$ cat config.mk
export PLATFORM = sky130hd
export DESIGN_NAME = bnn_layer_seq_flat
export DESIGN_NICKNAME = d
export VERILOG_FILES = /design/src/rtl/bnn_layer_seq_if.sv /design/src/rtl/bnn_layer_seq.sv /design/src/flat_wrapper.sv
export SDC_FILE = /design/constraint.sdc
export NUM_CORES = 1
export LEC_CHECK = 0
export CORE_MARGIN = 5
export CORE_UTILIZATION = 44
export CTS_CLUSTER_DIAMETER = 200
export CTS_CLUSTER_SIZE = 30
export DETAILED_ROUTE_END_ITERATION = 10
export DONT_BUFFER_PORTS = 1
export PLACE_DENSITY = 0.63
export SYNTH_ARGS = -nofsm -noshare
export SYNTH_HDL_FRONTEND = slang
export SYNTH_SLANG_ARGS = --single-unit
$ cat constraint.sdc
create_clock -name clk -period 1.9 [get_ports clk]
set_input_delay 0.19 -clock clk [delete_from_list [all_inputs] [get_ports clk]]
set_output_delay 0.19 -clock clk [all_outputs]
set_load 0.1 [all_outputs]
$ cat src/rtl/bnn_layer_seq_if.sv
// Bundle of the sequencer's control, weight-ROM, pixel-feed and result signals.
//   master : the sequencer (drives strobes, addresses, engine controls, status)
//   slave  : the environment (host go/abort, weight ROM, conv engine)
// Handshakes:
//   - Weight ROM: w_rd is a read request with no backpressure; w_bit carries the
//     addressed bit on the cycle after w_rd.
//   - Pixel feed: a pixel moves on exactly the cycles where pix_rd is high.
//     pix_rd = din_ready (engine ready) AND a pixel still pending in this pass
//     (sequencer valid); pix_addr names the pixel moved on that cycle.
//   - Results: out_we marks a cycle where all six lanes present a pooled output.
interface bnn_layer_seq_if #(
  parameter int AW = 12,
  parameter int PW = 10
);
  logic          go;
  logic          abort;
  logic          w_rd;
  logic [AW-1:0] w_addr;
  logic          w_bit;
  logic [5:0]    weight_en;
  logic          weight;
  logic          start;
  logic          state;
  logic          din_ready;
  logic          pix_rd;
  logic [PW-1:0] pix_addr;
  logic [5:0]    ovalid;
  logic [5:0]    done;
  logic          out_we;
  logic [15:0]   out_cnt;
  logic          busy;
  logic          finished;
  logic          err;

  modport master (
    input  go, abort, w_bit, din_ready, ovalid, done,
    output w_rd, w_addr, weight_en, weight, start, state,
           pix_rd, pix_addr, out_we, out_cnt, busy, finished, err
  );

  modport slave (
    output go, abort, w_bit, din_ready, ovalid, done,
    input  w_rd, w_addr, weight_en, weight, start, state,
           pix_rd, pix_addr, out_we, out_cnt, busy, finished, err
  );
endinterface

$ cat src/rtl/bnn_layer_seq.sv
// Sequences one inference through the 6-lane conv/relu/maxpool engine:
// layer 0 (one pass over L0_PIX pixels), then L1_PASSES layer-1 passes over
// L1_PIX pixels. Each pass serially loads six KBITS-bit kernels from the weight
// ROM, runs the engine while feeding pixels, counts pooled results, and then
// idles GAP cycles with start low.
// Ports:
//   clk         clock
//   rstn        asynchronous active-low reset
//   bus         bnn_layer_seq_if.master (go/abort, ROM, engine, status)
//   dbg_state_o current FSM state (IDLE=0 LOAD=1 RUN=2 GAPW=3 FIN=4 ERR=5)
module bnn_layer_seq #(
  parameter int KBITS     = 25,
  parameter int AW        = 12,
  parameter int PW        = 10,
  parameter int L0_PIX    = 784,
  parameter int L1_PIX    = 144,
  parameter int L1_PASSES = 2,
  parameter int GAP       = 4,
  parameter int TIMEOUT   = 4095
) (
  input  logic                   clk,
  input  logic                   rstn,
  bnn_layer_seq_if.master        bus,
  output logic [2:0]             dbg_state_o
);

  localparam int NLOAD = 6 * KBITS;
  localparam int IW    = $clog2(NLOAD + 1);
  localparam int BW    = $clog2(KBITS);
  localparam int PSW   = $clog2(L1_PASSES + 1);
  localparam int GW    = $clog2(GAP + 1);
  localparam int RW    = $clog2(TIMEOUT + 1);

  localparam logic [IW-1:0]  I_LAST  = IW'(NLOAD - 1);
  localparam logic [IW-1:0]  I_DRAIN = IW'(NLOAD);
  localparam logic [BW-1:0]  B_LAST  = BW'(KBITS - 1);
  localparam logic [PSW-1:0] P_LAST  = PSW'(L1_PASSES);
  localparam logic [GW-1:0]  G_LAST  = GW'(GAP - 1);
  localparam logic [RW-1:0]  R_MAX   = RW'(TIMEOUT);
  localparam logic [PW-1:0]  L0_N    = PW'(L0_PIX);
  localparam logic [PW-1:0]  L1_N    = PW'(L1_PIX);

  typedef enum logic [2:0] {
    S_IDLE = 3'd0,
    S_LOAD = 3'd1,
    S_RUN  = 3'd2,
    S_GAPW = 3'd3,
    S_FIN  = 3'd4,
    S_ERR  = 3'd5
  } fsm_t;

  fsm_t           fsm_q;
  logic [PSW-1:0] p_q;
  logic [IW-1:0]  i_q;
  logic [2:0]     lane_q;
  logic [BW-1:0]  bit_q;
  logic [GW-1:0]  gap_q;
  logic [RW-1:0]  run_cnt_q;
  logic [PW-1:0]  pix_cnt_q;
  logic           w_rd_q;
  logic [AW-1:0]  w_addr_q;
  logic [5:0]     weight_en_q;
  logic           start_q;
  logic           state_q;
  logic [15:0]    out_cnt_q;
  logic           finished_q;
  logic           err_q;

  logic           in_run;
  logic [PW-1:0]  npix;
  logic [5:0]     lane_oh;
  logic           pix_rd_w;
  logic           out_we_w;

  assign in_run  = (fsm_q == S_RUN);
  assign npix    = (p_q == '0) ? L0_N : L1_N;
  assign lane_oh = 6'b000001 << lane_q;

  // Pixel reads and result writes answer same-cycle engine inputs, so they are
  // decoded from registered state rather than registered themselves.
  assign pix_rd_w = in_run & bus.din_ready & (pix_cnt_q < npix);
  assign out_we_w = in_run & (bus.ovalid == 6'h3F);

  always_ff @(posedge clk or negedge rstn) begin
    if (!rstn) begin
      fsm_q       <= S_IDLE;
      p_q         <= '0;
      i_q         <= '0;
      lane_q      <= '0;
      bit_q       <= '0;
      gap_q       <= '0;
      run_cnt_q   <= '0;
      pix_cnt_q   <= '0;
      w_rd_q      <= 1'b0;
      w_addr_q    <= '0;
      weight_en_q <= '0;
      start_q     <= 1'b0;
      state_q     <= 1'b0;
      out_cnt_q   <= '0;
      finished_q  <= 1'b0;
      err_q       <= 1'b0;
    end else begin
      finished_q  <= 1'b0;
      // The ROM answers one cycle after the read, so the lane select trails w_rd.
      weight_en_q <= w_rd_q ? lane_oh : 6'b0;

      if (bus.abort) begin
        fsm_q       <= S_IDLE;
        p_q         <= '0;
        w_rd_q      <= 1'b0;
        weight_en_q <= '0;
        start_q     <= 1'b0;
        state_q     <= 1'b0;
      end else begin
        case (fsm_q)
          S_IDLE, S_ERR: begin
            if (bus.go) begin
              fsm_q     <= S_LOAD;
              err_q     <= 1'b0;
              p_q       <= '0;
              i_q       <= '0;
              lane_q    <= '0;
              bit_q     <= '0;
              w_rd_q    <= 1'b1;
              w_addr_q  <= '0;
              out_cnt_q <= '0;
              state_q   <= 1'b0;
            end
          end

          S_LOAD: begin
            if (i_q == I_DRAIN) begin
              fsm_q     <= S_RUN;
              start_q   <= 1'b1;
              run_cnt_q <= '0;
              pix_cnt_q <= '0;
            end else begin
              i_q <= i_q + 1'b1;
              // The address stops on the last bit so the next pass can start
              // one past it without a separate base register.
              if (i_q == I_LAST) w_rd_q <= 1'b0;
              else               w_addr_q <= w_addr_q + 1'b1;
              if (bit_q == B_LAST) begin
                bit_q  <= '0;
                lane_q <= lane_q + 1'b1;
              end else begin
                bit_q <= bit_q + 1'b1;
              end
            end
          end

          S_RUN: begin
            if (pix_rd_w) pix_cnt_q <= pix_cnt_q + 1'b1;
            // A write seen together with done still counts.
            if (out_we_w && out_cnt_q != 16'hFFFF) out_cnt_q <= out_cnt_q + 1'b1;
            if (bus.done == 6'h3F) begin
              fsm_q   <= S_GAPW;
              start_q <= 1'b0;
              gap_q   <= '0;
            end else if (run_cnt_q == R_MAX) begin
              fsm_q   <= S_ERR;
              start_q <= 1'b0;
              state_q <= 1'b0;
              err_q   <= 1'b1;
            end else begin
              run_cnt_q <= run_cnt_q + 1'b1;
            end
          end

          S_GAPW: begin
            if (gap_q == G_LAST) begin
              if (p_q == P_LAST) begin
                fsm_q      <= S_FIN;
                finished_q <= 1'b1;
                state_q    <= 1'b0;
              end else begin
                fsm_q     <= S_LOAD;
                p_q       <= p_q + 1'b1;
                i_q       <= '0;
                lane_q    <= '0;
                bit_q     <= '0;
                w_rd_q    <= 1'b1;
                w_addr_q  <= w_addr_q + 1'b1;
                out_cnt_q <= '0;
                state_q   <= 1'b1;
              end
            end else begin
              gap_q <= gap_q + 1'b1;
            end
          end

          S_FIN: begin
            fsm_q <= S_IDLE;
            p_q   <= '0;
          end

          default: fsm_q <= S_IDLE;
        endcase
      end
    end
  end

  assign bus.w_rd      = w_rd_q;
  assign bus.w_addr    = w_addr_q;
  assign bus.weight_en = weight_en_q;
  assign bus.weight    = (|weight_en_q) & bus.w_bit;
  assign bus.start     = start_q;
  assign bus.state     = state_q;
  assign bus.pix_rd    = pix_rd_w;
  assign bus.pix_addr  = pix_cnt_q;
  assign bus.out_we    = out_we_w;
  assign bus.out_cnt   = out_cnt_q;
  assign bus.busy      = (fsm_q != S_IDLE) && (fsm_q != S_ERR);
  assign bus.finished  = finished_q;
  assign bus.err       = err_q;
  assign dbg_state_o   = fsm_q;

endmodule

$ cat src/flat_wrapper.sv
// flat-port wrapper written by rule: the top's interface ports become plain ports
module bnn_layer_seq_flat 
#(
  parameter int KBITS     = 25,
  parameter int AW        = 12,
  parameter int PW        = 10,
  parameter int L0_PIX    = 784,
  parameter int L1_PIX    = 144,
  parameter int L1_PASSES = 2,
  parameter int GAP       = 4,
  parameter int TIMEOUT   = 4095
)
  (clk, rstn, dbg_state_o, bus_go, bus_abort, bus_w_bit, bus_din_ready, bus_ovalid, bus_done, bus_w_rd, bus_w_addr, bus_weight_en, bus_weight, bus_start, bus_state, bus_pix_rd, bus_pix_addr, bus_out_we, bus_out_cnt, bus_busy, bus_finished, bus_err);
  bnn_layer_seq_if #(.AW(AW), .PW(PW)) bus_i ();
  input  logic clk;
  input  logic rstn;
  output logic [2:0] dbg_state_o;
  input wire logic [$bits(bus_i.go)-1:0] bus_go;
  input wire logic [$bits(bus_i.abort)-1:0] bus_abort;
  input wire logic [$bits(bus_i.w_bit)-1:0] bus_w_bit;
  input wire logic [$bits(bus_i.din_ready)-1:0] bus_din_ready;
  input wire logic [$bits(bus_i.ovalid)-1:0] bus_ovalid;
  input wire logic [$bits(bus_i.done)-1:0] bus_done;
  output wire logic [$bits(bus_i.w_rd)-1:0] bus_w_rd;
  output wire logic [$bits(bus_i.w_addr)-1:0] bus_w_addr;
  output wire logic [$bits(bus_i.weight_en)-1:0] bus_weight_en;
  output wire logic [$bits(bus_i.weight)-1:0] bus_weight;
  output wire logic [$bits(bus_i.start)-1:0] bus_start;
  output wire logic [$bits(bus_i.state)-1:0] bus_state;
  output wire logic [$bits(bus_i.pix_rd)-1:0] bus_pix_rd;
  output wire logic [$bits(bus_i.pix_addr)-1:0] bus_pix_addr;
  output wire logic [$bits(bus_i.out_we)-1:0] bus_out_we;
  output wire logic [$bits(bus_i.out_cnt)-1:0] bus_out_cnt;
  output wire logic [$bits(bus_i.busy)-1:0] bus_busy;
  output wire logic [$bits(bus_i.finished)-1:0] bus_finished;
  output wire logic [$bits(bus_i.err)-1:0] bus_err;
  assign bus_i.go = bus_go;
  assign bus_i.abort = bus_abort;
  assign bus_i.w_bit = bus_w_bit;
  assign bus_i.din_ready = bus_din_ready;
  assign bus_i.ovalid = bus_ovalid;
  assign bus_i.done = bus_done;
  assign bus_w_rd = bus_i.w_rd;
  assign bus_w_addr = bus_i.w_addr;
  assign bus_weight_en = bus_i.weight_en;
  assign bus_weight = bus_i.weight;
  assign bus_start = bus_i.start;
  assign bus_state = bus_i.state;
  assign bus_pix_rd = bus_i.pix_rd;
  assign bus_pix_addr = bus_i.pix_addr;
  assign bus_out_we = bus_i.out_we;
  assign bus_out_cnt = bus_i.out_cnt;
  assign bus_busy = bus_i.busy;
  assign bus_finished = bus_i.finished;
  assign bus_err = bus_i.err;
  bnn_layer_seq #(.KBITS(KBITS), .AW(AW), .PW(PW), .L0_PIX(L0_PIX), .L1_PIX(L1_PIX), .L1_PASSES(L1_PASSES), .GAP(GAP), .TIMEOUT(TIMEOUT)) u_core (.clk(clk), .rstn(rstn), .bus(bus_i), .dbg_state_o(dbg_state_o));
endmodule
==> flow_summary_export.csv, run 1 <==
group,metric,value,unit
status,violations,"hold timing, setup timing",
yosys,synth_fa_ha_area_share,5.03,%
cts,numCtsBuffers,9,
finish,final_common_cell,"buf_4",
yosys,yosysTopAreaCell,"dfrtp_1",
sta,timing.final.ws_setup,-0.236,ns
cts,clockBufferDepth,2,
drt,avgRoutedWirePerCell,19.6,um
critical_path,worstReg2RegStart,"u_core.gap_q[0]",
finish,finalNetCount,796,
floorplan,start_util,45.4,%
global_routing,grt_pass1_vias,5562,
floorplan,die_h,119,um
yosys,synthMuxAreaShare,3.81,%
yosys,synth_nets,610,
yosys,synth_compound_area_share,21.6,%
yosys,synth_xor_area_share,0,%
sta,setup_viol,63,
yosys,yosysWarnings,0,
sta,fin_crit,2.14,ns
cts,clock_latency,0.36,ns
cts,cts_hold_buf,1,
sta,hold_viol_final,85,
critical_path,crit_fanout,2,
critical_path,path_class,"flop to output port",
global_routing,gr-usage-all-layers,23.9,%
drt,via_count,5550,
critical_path,reg2reg_depth,10,
critical_path,r2r-end,"u_core.bus.w_addr[9]",
power,peakVddDrop,0.747,mV
cts,htreeDepth,3,
min_path,hold_path.class,"input port to asynchronous set/reset pin",
status,status,"finished with violations",
yosys,ys_seq_elements,85,
sta,rsz0062_at_grt,"true",
yosys,synthFlopType,"dfrtp_1",
yosys,syn_area_per_cell,9.15,sq um
placement,post-place-ws,-0.228,ns
floorplan,design.die.area,14200,sq um
critical_path,crit_path_frequent_cell,"ha_4",
cts,clockRootBuffer,"clkbuf_16",
yosys,synthArstFlopShare,100,%
global_routing,antenna_found_initial,0,
yosys,synth_edf_count,0,
cts,clock_sinks,85,
critical_path,critical_path.startpoint_type,"flop",
power,p_total,6.23,mW
cts,path_clk_slew,0.06,ns
global_routing,grt_start_max_net_pins,86,
sta,final_max_slew_viol_count,0,
finish,syn_to_final_growth,60.6,%
floorplan,fp.dieW,119,um
finish,layout_common_cells,"buf_4 (147), dfrtp_1 (47), nand2_1 (41)",
cts,cts_tree,"done",
drt,drtIter0Drc,416,
yosys,yosysTopAreaCellShare,40.7,%
job,cap_violations,0,
critical_path,crit_family,"buffers and inverters",
sta,timing.hold.ws,-0.473,ns
critical_path,cp.required,1.71,ns
drt,route.detailed.drc,0,
floorplan,core_area,11500,sq um
power,pwr_density_cell,743,nW/um^2
drt,ant_nets,0,
critical_path,crit_cells,9,
yosys,synth_top_family_by_area,"simple AND/OR/NAND/NOR gates",
critical_path,cp_slowest_cell,"dfrtp_1",
critical_path,cp.buffers_inverters,4,
drt,drt_wl_total,17700,um
placement,place_congestion,0.872,
yosys,synth-seq-area-share,40.7,%
yosys,yosys.area_share.simple,24.3,%
global_routing,grt.overflow.total,0,
placement,dp_hpwl,10700,um
sta,max_slew_margin,21.0,%
yosys,syn_inst,571,
global_routing,grt_pass1_wl,27600,um
floorplan,placement_rows,39,
critical_path,endpoint_kind,"output port",
critical_path,endpoint,"bus_pix_rd",
power,leakage,3.55,nW
sta,fmax,468,MHz
critical_path,worstPathCellList,"inv_2, ha_4, buf_4, ha_4, a21oi_4, o221ai_4, buf_6, nor2_4, buf_12",
drt,via_per_inst,6.13,
finish,fillers,797,
critical_path,slowest_delay,0.36,ns
critical_path,cp-startpoint,"u_core.p_q[1]",
placement,port_buffers,0,
finish,drive_gt1_share,53.3,%
finish,num_antenna_cells,0,
critical_path,crit_arrival,1.95,ns
floorplan,ios,74,
yosys,syn-cell-area,5220,sq um
sta,tightest_slew,1.18,ns
critical_path,reg2reg_slack,-0.19,ns
yosys,synth_area_leaders,"dfrtp_1 (41%), ha_1 (5.0%), nand3_1 (3.7%)",
sta,finalCritPeriodShare,112,%
drt,drt-pass1-iter-count,5,
sta,fin_skew,0.00882,ns
yosys,ys_types,71,
## per-stage QoR
stage / instance area [sq um] / utilization [%] / hold WS [ns] / setup TNS [ns] / cells
finish: 8390 / 72.9 / -0.473 / -5.71 / 905
global placement: 6720 / 58.4 / -0.101 / -2.33 / 835
global route: 8390 / 72.9 / -0.482 / -10.78 / 905
CTS: 7840 / 68.1 / -0.478 / -3.31 / 889
floorplan: 5560 / - / -0.106 / -7.07 / 571
detailed placement: 6720 / 58.4 / -0.102 / -4.81 / 835
## what timing repair did
action,in CTS,in global routing
setup endpoints to repair,64,75
gates cloned,2,0
buffers inserted,36,18
hold endpoints to repair,99,85
pin swaps,41,36
resized for setup,113,97
## kinds of logic after synthesis
family / Yosys count
and+or+nand+nor: 234
AOI/OAI and AO/OA: 159
DFF: 85
buffers and inverters: 53
adders and majority gates: 21
muxes: 19
## Yosys cell counts, types with 4 or more instances
cell type / count
nand4_1: 14
o21a_1: 4
nand2b_1: 4
o22ai_1: 4
a21oi_1: 22
a22o_1: 4
a211o_1: 5
mux2_2: 6
and3_1: 14
or2_2: 4
nor2_1: 37
a21o_1: 6
o41ai_1: 9
o211ai_1: 5
o2bb2ai_1: 4
a41oi_1: 5
o31ai_1: 14
buf_2: 5
clkbuf_1: 10
a21boi_0: 6
nand3_1: 39
and2_1: 6
a31oi_1: 12
mux2i_1: 12
nor3b_1: 4
dfrtp_1: 85
ha_1: 21
nor2b_1: 6
nor3_1: 23
or4_1: 6
nand2_1: 49
o21ai_0: 28
nor4_1: 5
or3_1: 7
inv_1: 30
## state kept, by name, indices dropped and copies added (netlist names), 2 cells and up
| name | cells |
|---|---|
| u_core.bus.out_cnt | 16 |
| u_core.bus.w_addr | 12 |
| u_core.run_cnt_q | 12 |
| u_core.bus.pix_addr | 10 |
| u_core.i_q | 8 |
| u_core.bus.weight_en | 6 |
| u_core.bit_q | 5 |
| u_core.dbg_state_o | 3 |
| u_core.gap_q | 3 |
| u_core.lane_q | 3 |
| u_core.p_q | 2 |
## where the power goes
part / internal (mW) / switching [mW]
combinational: 1.05 / 1.30
sequential: 1.94 / 0.130
clock: 1.05 / 0.766
total: 4.04 / 2.20
## cell type report
class                           count  area, sq um  share of cell area, %
Multi-Input combinational cell    434         3810                   45.4
Inverter                           30          121                   1.45
Clock buffer                       10          239                   2.85
Timing Repair Buffer              197         1770                   21.1
Clock inverter                      6         62.6                  0.745
Tap cell                          143          179                   2.13
Sequential cell                    85         2200                   26.2
## how the worst min path moves through the flow
stage,start,to,slack [ns],cells after the start
2_1_floorplan,rstn,u_core.bit_q[0],-0.11,0
3_3_place_gp,rstn,u_core.run_cnt_q[9],-0.10,0
6_report,rstn,u_core.run_cnt_q[7],-0.47,0
5_1_grt,rstn,u_core.run_cnt_q[9],-0.48,0
3_5_place_dp,rstn,u_core.run_cnt_q[11],-0.10,0
4_1_cts,rstn,u_core.dbg_state_o[0],-0.48,0
## layer usage
layer  global-route usage [%]  share of wire (%)
met1                     29.0                 40
met5                        0                  0
met3                     4.17                4.9
met4                     11.9                3.0
met2                     41.1                 52
No activity file was read; power rests on OpenSTA's default activity.
==> run 2, diff against run 1 <==
--- a/config.mk
+++ b/config.mk
@@ -5,13 +5,15 @@
 export SDC_FILE = /design/constraint.sdc
 export NUM_CORES = 1
 export LEC_CHECK = 0
+export CELL_PAD_IN_SITES_DETAIL_PLACEMENT = 0
+export CELL_PAD_IN_SITES_GLOBAL_PLACEMENT = 1
 export CORE_MARGIN = 5
 export CORE_UTILIZATION = 44
 export CTS_CLUSTER_DIAMETER = 200
 export CTS_CLUSTER_SIZE = 30
 export DETAILED_ROUTE_END_ITERATION = 10
 export DONT_BUFFER_PORTS = 1
-export PLACE_DENSITY = 0.63
+export PLACE_DENSITY = 0.78
 export SYNTH_ARGS = -nofsm -noshare
 export SYNTH_HDL_FRONTEND = slang
 export SYNTH_SLANG_ARGS = --single-unit
==> flow_summary_export.csv, run 2 (synthesized netlist as in run 1, its figures left out) <==
group,metric,value,unit
critical_path,cp_slowest_cell,"dfrtp_1",
global_routing,grt.overflow.total,0,
power,peakVddDrop,0.753,mV
sta,max_slew_margin,25.1,%
cts,cts_tree,"done",
cts,clockBufferDepth,2,
drt,ant_nets,0,
placement,place_inst,845,
critical_path,crit_fanout,3,
cts,htreeDepth,3,
critical_path,cp.required,1.71,ns
critical_path,crit_cells,9,
sta,finalCritPeriodShare,115,%
finish,fin_cells,906,
power,leakage,3.58,nW
placement,dp_hpwl,10800,um
sta,setup_tns,-5.95,ns
placement,dpl-instance-area,6800,sq um
global_routing,grt_pass1_vias,5519,
drt,drtIter0Drc,486,
sta,hold_viol_final,85,
drt,via_per_inst,6.00,
critical_path,critical_path.startpoint_type,"flop",
drt,drt-pass1-iter-count,5,
global_routing,grt_start_max_net_pins,86,
drt,avgRoutedWirePerCell,18.7,um
finish,largest_register_ffs,16,
cts,clock_sinks,85,
finish,final_common_cell,"buf_4",
sta,tightest_slew,1.12,ns
sta,fin_crit,2.18,ns
critical_path,worstReg2RegStart,"u_core.p_q[0]",
sta,final_max_slew_viol_count,0,
drt,drt_wl_total,17000,um
critical_path,reg2reg_depth,11,
critical_path,crit_family,"buffers and inverters",
finish,syn_to_final_growth,59.6,%
finish,fillers,789,
finish,fin_area,8340,sq um
critical_path,endpoint_kind,"output port",
cts,clockRootBuffer,"clkbuf_16",
finish,num_antenna_cells,0,
finish,drive_gt1_share,51.8,%
floorplan,fp.dieW,119,um
sta,timing.hold.ws,-0.462,ns
floorplan,core_area,11500,sq um
sta,timing.final.ws_setup,-0.281,ns
global_routing,gr-usage-all-layers,23.8,%
cts,path_clk_slew,0.06,ns
global_routing,antenna_found_initial,0,
cts,numCtsBuffers,9,
critical_path,reg2reg_slack,-0.22,ns
sta,setup_viol,63,
finish,finalNetCount,797,
sta,fmax,459,MHz
placement,place_congestion,0.847,
floorplan,design.die.area,14200,sq um
floorplan,start_util,45.4,%
finish,layout_common_cells,"buf_4 (152), dfrtp_1 (47), nand2_1 (43)",
sta,fin_skew,0.00803,ns
power,pwr_density_cell,725,nW/um^2
placement,post-place-ws,-0.266,ns
global_routing,grt_pass1_wl,27600,um
critical_path,slowest_delay,0.39,ns
critical_path,endpoint,"bus_pix_rd",
critical_path,worstPathCellList,"inv_2, ha_4, inv_4, ha_4, a21oi_4, o221ai_4, buf_6, nor2_4, buf_12",
status,violations,"hold timing, setup timing",
cts,clock_latency,0.35,ns
drt,via_count,5435,
min_path,hold_path.class,"input port to asynchronous set/reset pin",
drt,route.detailed.drc,0,
critical_path,r2r-end,"u_core.bus.pix_addr[3]",
status,status,"finished with violations",
critical_path,cp-startpoint,"u_core.p_q[0]",
placement,port_buffers,0,
critical_path,cp.buffers_inverters,4,
critical_path,crit_arrival,1.99,ns
critical_path,crit_path_frequent_cell,"ha_4",
floorplan,placement_rows,39,
floorplan,ios,74,
critical_path,path_class,"flop to output port",
job,cap_violations,0,
sta,rsz0062_at_grt,"true",
floorplan,die_h,119,um
-- run 2: worst min-delay path by stage --
stage,slack (ns),cells after the start,from,end
after floorplan,-0.11,0,rstn,u_core.bit_q[0]
after global placement,-0.10,0,rstn,u_core.bus.pix_addr[1]
after detailed placement,-0.10,0,rstn,u_core.bus.pix_addr[2]
after CTS,-0.48,0,rstn,u_core.bus.pix_addr[6]
after global routing,-0.47,0,rstn,u_core.run_cnt_q[2]
final,-0.46,0,rstn,u_core.run_cnt_q[7]
-- run 2: where the power goes --
part | total (mW) | switching [mW] | internal [mW]
sequential | 2.08 | 0.133 | 1.94
clock | 1.84 | 0.712 | 1.13
combinational | 2.13 | 1.24 | 0.887
-- run 2: metrics by stage --
stage | utilization (%) | total power, mW
global route | 72.4 | 6.30
CTS | 69.1 | 5.87
global placement | 59.0 | 3.61
floorplan | - | 3.19
finish | 72.4 | 6.05
detailed placement | 59.0 | 3.65
-- run 2: area by class of cell --
cell class	count	area [sq um]	share of cell area, %
Multi-Input combinational cell	434	3810	45.7
Clock buffer	15	278	3.33
Tap cell	143	179	2.15
Clock inverter	1	30.0	0.360
Timing Repair Buffer	198	1720	20.6
Inverter	30	120	1.44
Sequential cell	85	2200	26.4
-- run 2: timing repair --
item                                    4_1_cts  5_1_grt
hold buffers                                  2        1
cloned                                        2        0
pin swaps                                    49       36
buffers inserted                             28       19
hold endpoints to repair                     97       86
endpoints found under the setup margin       68       76
gates resized for setup                     133       72
-- run 2: per-layer routing --
metal	vias up	track usage (%)	wire, um	part of all wire, %
met3	28	5.07	920	5.4
met1	2703	28.9	6880	41
met2	162	41.1	8810	52
met5	-	0	0	0
li1	2542	-	-	-
met4	0	9.99	360	2.1
